$ cat config.mk
export PLATFORM = sky130hd
export DESIGN_NAME = fifo_stream_reader_flat
export DESIGN_NICKNAME = d
export VERILOG_FILES = /design/src/rtl/fifo_stream_reader_if.sv /design/src/rtl/fifo_stream_reader.sv /design/src/flat_wrapper.sv
export SDC_FILE = /design/constraint.sdc
export NUM_CORES = 1
export LEC_CHECK = 0
export CORE_UTILIZATION = 46
export CTS_BUF_LIST = sky130_fd_sc_hd__clkbuf_4
export DETAILED_ROUTE_END_ITERATION = 7
export HOLD_SLACK_MARGIN = 0.12
export PLACE_DENSITY = 0.89
export SYNTH_ARGS = -nofsm -noshare
export SYNTH_HDL_FRONTEND = slang
export SYNTH_SLANG_ARGS = --single-unit
$ cat constraint.sdc
create_clock -name clk -period 2.2 [get_ports clk]
set_clock_uncertainty 0.15 [all_clocks]
set_input_delay 0.22 -clock clk [delete_from_list [all_inputs] [get_ports clk]]
set_output_delay 0.22 -clock clk [all_outputs]
set_load 0.05 [all_outputs]
$ cat src/rtl/fifo_stream_reader_if.sv
// Handshake bundle for fifo_stream_reader: the FIFO read port plus the valid/ready output stream.
// master = the reader; slave = the FIFO/consumer side.
interface fifo_stream_reader_if #(
  parameter int DATA_WIDTH = 8
);
  logic                  fifo_rd_en;
  logic                  fifo_empty;
  logic [DATA_WIDTH-1:0] fifo_data;
  logic                  out_valid;
  logic                  out_ready;
  logic [DATA_WIDTH-1:0] out_data;

  modport master (
    output fifo_rd_en,
    input  fifo_empty,
    input  fifo_data,
    output out_valid,
    output out_data,
    input  out_ready
  );

  modport slave (
    input  fifo_rd_en,
    output fifo_empty,
    output fifo_data,
    input  out_valid,
    input  out_data,
    output out_ready
  );
endinterface

$ cat src/rtl/fifo_stream_reader.sv
// Read-side controller for the synchronous FIFO: issues read strobes, absorbs the one-cycle read
// latency and presents words as a valid/ready stream through a 2-entry buffer.
module fifo_stream_reader #(
  parameter int DATA_WIDTH = 8,
  parameter int CNT_W      = 16
) (
  input  logic                 clk,
  input  logic                 rst,
  input  logic                 enable,
  fifo_stream_reader_if.master bus,
  output logic [CNT_W-1:0]     word_count,
  output logic                 idle
);

  logic                  pending;
  logic [1:0]            count;
  logic [DATA_WIDTH-1:0] head;
  logic [DATA_WIDTH-1:0] tail;
  logic                  pop;
  logic [1:0]            occupancy;
  logic                  rd_en;

  assign pop = (count != 2'd0) && bus.out_ready;

  // Credit check: words buffered plus the word in flight, after this cycle's pop, must leave room.
  assign occupancy = count + {1'b0, pending} - {1'b0, pop};
  assign rd_en     = !rst && enable && !bus.fifo_empty && (occupancy < 2'd2);

  assign bus.fifo_rd_en = rd_en;
  assign bus.out_valid  = (count != 2'd0);
  assign bus.out_data   = head;
  assign idle           = !pending && (count == 2'd0);

  // NOTE: sequential state is updated with non-blocking assignments so every register samples
  // pre-edge values, independent of block ordering.
  always_ff @(posedge clk or posedge rst) begin
    if (rst) begin
      pending    <= 1'b0;
      count      <= 2'd0;
      word_count <= '0;
    end else begin
      pending <= rd_en;
      if (pending && !pop) begin
        count <= count + 2'd1;
      end else if (!pending && pop) begin
        count <= count - 2'd1;
      end
      if (pop) begin
        word_count <= word_count + CNT_W'(1);
      end
    end
  end

  // NOTE: the data registers are reset as well because out_data must read zero out of reset;
  // tail is cleared alongside head so the buffer never exposes stale contents.
  always_ff @(posedge clk or posedge rst) begin
    if (rst) begin
      head <= '0;
      tail <= '0;
    end else begin
      if (pop && count == 2'd2) begin
        head <= tail;
      end
      // The capture is steered to head when the buffer is (or is becoming) empty at the head.
      if (pending) begin
        if (count == 2'd0 || (count == 2'd1 && pop)) begin
          head <= bus.fifo_data;
        end else begin
          tail <= bus.fifo_data;
        end
      end
    end
  end

endmodule

$ cat src/flat_wrapper.sv
// flat-port wrapper written by rule: the top's interface ports become plain ports
module fifo_stream_reader_flat 
#(
  parameter int DATA_WIDTH = 8,
  parameter int CNT_W      = 16
)
  (clk, rst, enable, word_count, idle, bus_fifo_rd_en, bus_fifo_empty, bus_fifo_data, bus_out_valid, bus_out_data, bus_out_ready);
  fifo_stream_reader_if #(.DATA_WIDTH(DATA_WIDTH)) bus_i ();
  input  logic clk;
  input  logic rst;
  input  logic enable;
  output logic [CNT_W-1:0] word_count;
  output logic idle;
  output wire logic [$bits(bus_i.fifo_rd_en)-1:0] bus_fifo_rd_en;
  input wire logic [$bits(bus_i.fifo_empty)-1:0] bus_fifo_empty;
  input wire logic [$bits(bus_i.fifo_data)-1:0] bus_fifo_data;
  output wire logic [$bits(bus_i.out_valid)-1:0] bus_out_valid;
  output wire logic [$bits(bus_i.out_data)-1:0] bus_out_data;
  input wire logic [$bits(bus_i.out_ready)-1:0] bus_out_ready;
  assign bus_fifo_rd_en = bus_i.fifo_rd_en;
  assign bus_i.fifo_empty = bus_fifo_empty;
  assign bus_i.fifo_data = bus_fifo_data;
  assign bus_out_valid = bus_i.out_valid;
  assign bus_out_data = bus_i.out_data;
  assign bus_i.out_ready = bus_out_ready;
  fifo_stream_reader #(.DATA_WIDTH(DATA_WIDTH), .CNT_W(CNT_W)) u_core (.clk(clk), .rst(rst), .enable(enable), .bus(bus_i), .word_count(word_count), .idle(idle));
endmodule
==> flow_metrics.tcl <==
set metrics [dict create \
    p_per_area_nw_per_um2 1310 \
    cpPeakStageDelay_ns 0.40 \
    die_w_um 61.4 \
    r2r-end "u_core.pending" \
    n_antenna_cell 0 \
    avgRoutedWirePerCell_um 13.8 \
    area_delta_synth_final_pct 41.9 \
    cpMaxStageDelayCell "dfrtp_1" \
    max-vdd-ir-drop_mv 0.801 \
    failed_checks "negative setup slack" \
    yosys.area.top_type "dfrtp_1" \
    worstPathCellList "inv_2, ha_4, and2b_2, inv_2, ha_4, nor2b_4, xnor2_2, xnor2_2, nor4b_4, buf_12" \
    routed_via_density 4.86 \
    clk_transition_reported_paths_ns 0.10 \
    register_area_sq_um 876 \
    clkSinkCount 35 \
    chipHeight_um 61.4 \
    synth_cells 136 \
    fillCellCount 273 \
    syn-num-nets 155 \
    core_area_sq_um 3360 \
    firstDrtPassIters 5 \
    synth_top_area_share 0.541 \
    layout.nets 214 \
    grt_pass1_wl_um 5180 \
    dpl.hpwl_um 2480 \
    place_congestion 0.749 \
    rsz0062_at_grt "true" \
    worst_ep_required_time_ns 1.83 \
    multiInputGateArea_sq_um 781 \
    final.setup.tns_ns -0.562 \
    wl_um 3330 \
    setup_viol 2 \
    reg2reg_depth 10 \
    grt_pass1_vias 1163 \
    drc 0 \
    grt-ovfl-total 0 \
    yosysUniqueCellTypes 25 \
    worstSetupPathType "reg2out" \
    clk_path_buf_depth 2 \
    htree_levels 2 \
    finalHoldWorstSlack_ns 0.205 \
    status "finished with violations" \
    relSlewSlack 0.627 \
    root_buffer "clkbuf_4" \
    yosysWarnings 0 \
    tightest_slew_ns 0.557 \
    cp_max_fo 2 \
    fin_util 0.683 \
    yosys_register_bits 35 \
    regToRegSetupSlack_ns -0.02 \
    grt_max_degree 36 \
    cts_tree "built" \
    fin_crit_ns 2.74 \
    crit_arrival_ns 2.37 \
    fin_crit_sh 1.24 \
    maxCapViolCount 0 \
    gr-usage-all-layers 0.196 \
    num_rows 21 \
    timing.fmax_mhz 365 \
    avgSynthCellArea_sq_um 11.9 \
    leakagePower_nw 1.08 \
    maxSlewViolCount 0 \
    io_pins 40 \
    portBuffers 39 \
    final_cell_mix "36 x clkdlybuf4s50_1, 35 x dfrtp_1, 17 x nand2_1" \
    yosys-top-cells-area "dfrtp_1 54%, mux2_2 6.3%, xor2_1 5.4%" \
    ys_seq_area_frac 0.541 \
    vias 1177 \
    start_util 0.482 \
    final_common_cell "clkdlybuf4s50_1" \
    detail-route-antenna-nets 0 \
    clock_latency_ns 0.34 \
    drive_above_1_share 0.255 \
    hold_viol_final 0 \
    fin_ws_ns -0.538 \
    antenna_found_initial 0 \
    die_area_sq_um 3760 \
    worstReg2RegStart "u_core.count[1]" \
    end_kind "output pin" \
    p_total_mw 3.01 \
    syn-cell-area_sq_um 1620 \
    crit_start "u_core.count[1]" \
    min-delay-path-class "in2async" \
    drtIter0Drc 36 \
    startpoint_type "flip-flop" \
    numCtsBuffers 5 \
]
-- power breakdown --
part | switching, mW | total (mW) | internal, mW
combinational | 0.924 | 1.63 | 0.702
sequential | 0.172 | 1.03 | 0.857
clock | 0.205 | 0.354 | 0.149
total | 1.30 | 3.01 | 1.71
-- synth_stat cells --
cell type and instances:
a21oi_1 1, and2b_1 1, and3_1 1, and4b_1 1, clkbuf_1 1, dfrtp_1 35, ha_1 6, inv_1 7
mux2_2 9, mux2i_1 8, nand2_1 17, nand3_1 1, nand3_2 1, nand4_1 3, nand4_4 1, nor2_1 5
nor2b_1 2, nor3_1 1, nor3_2 2, nor3b_1 3, nor4b_1 1, o21ai_0 9, or4_4 1, xnor2_1 9
xor2_1 10
-- kinds of logic after synthesis --
family                   share of synthesized area
AO/OA/AOI/OAI                               0.0309
XOR/XNOR                                     0.103
adder cells (fa/ha/maj)                     0.0463
buffers and inverters                       0.0185
flip-flops                                   0.541
multiplexers                                 0.112
AND/OR/NAND/NOR                              0.149
-- registers in the layout (all words and copies together), names as in the netlist --
signal / cells
u_core.pending: 1
u_core.word_count: 16
u_core.bus.out_data: 8
u_core.count: 2
u_core.tail: 8
-- worst max-delay path: cells and delay by family (launching register included) --
family | cells | cell delay (ns)
adders and majority gates | 2 | 0.33
DFF | 1 | 0.40
buffers and inverters | 3 | 0.33
and+or+nand+nor | 3 | 0.73
xor gates and xnor gates | 2 | 0.24
-- metrics by stage --
step | instance area (sq um) | cells | worst slack, ns
after floorplan | 1660 | 136 | -0.417
after global placement | 2190 | 230 | -0.204
after detailed placement | 2190 | 230 | -0.266
after CTS | 2270 | 241 | -0.524
after global routing | 2300 | 242 | -0.654
final | 2300 | 242 | -0.538
-- worst max-delay path by stage --
stage	to	slack (ns)
finish	bus_fifo_rd_en	-0.54
global route	bus_fifo_rd_en	-0.65
CTS	bus_fifo_rd_en	-0.52
detailed placement	bus_fifo_rd_en	-0.27
global placement	bus_fifo_rd_en	-0.20
floorplan	bus_fifo_rd_en	-0.42
-- layout make-up --
cell class	count	area share
clock buffers	7	0.0229
clock inverters	1	0.00218
well taps	46	0.0250
multi-input cells	93	0.340
inverters	7	0.0114
repair buffers	53	0.218
flip-flops and latches	35	0.381
-- what timing repair did --
item,4_1_cts,5_1_grt
resized for setup,1,4
pin swaps,4,2
endpoints found under the setup margin,1,10
buffers inserted,3,2
hold buffers,0,0
endpoints found under the hold margin,0,0
-- metal layers --
layer | vias up | track usage | wire, um
met5 | - | 0 | 0
met4 | 0 | 0.0667 | 41
met3 | 3 | 0.0567 | 150
met2 | 30 | 0.359 | 1820
met1 | 571 | 0.217 | 1320
li1 | 573 | - | -
Note: power is estimated with default switching activity, not from simulation.
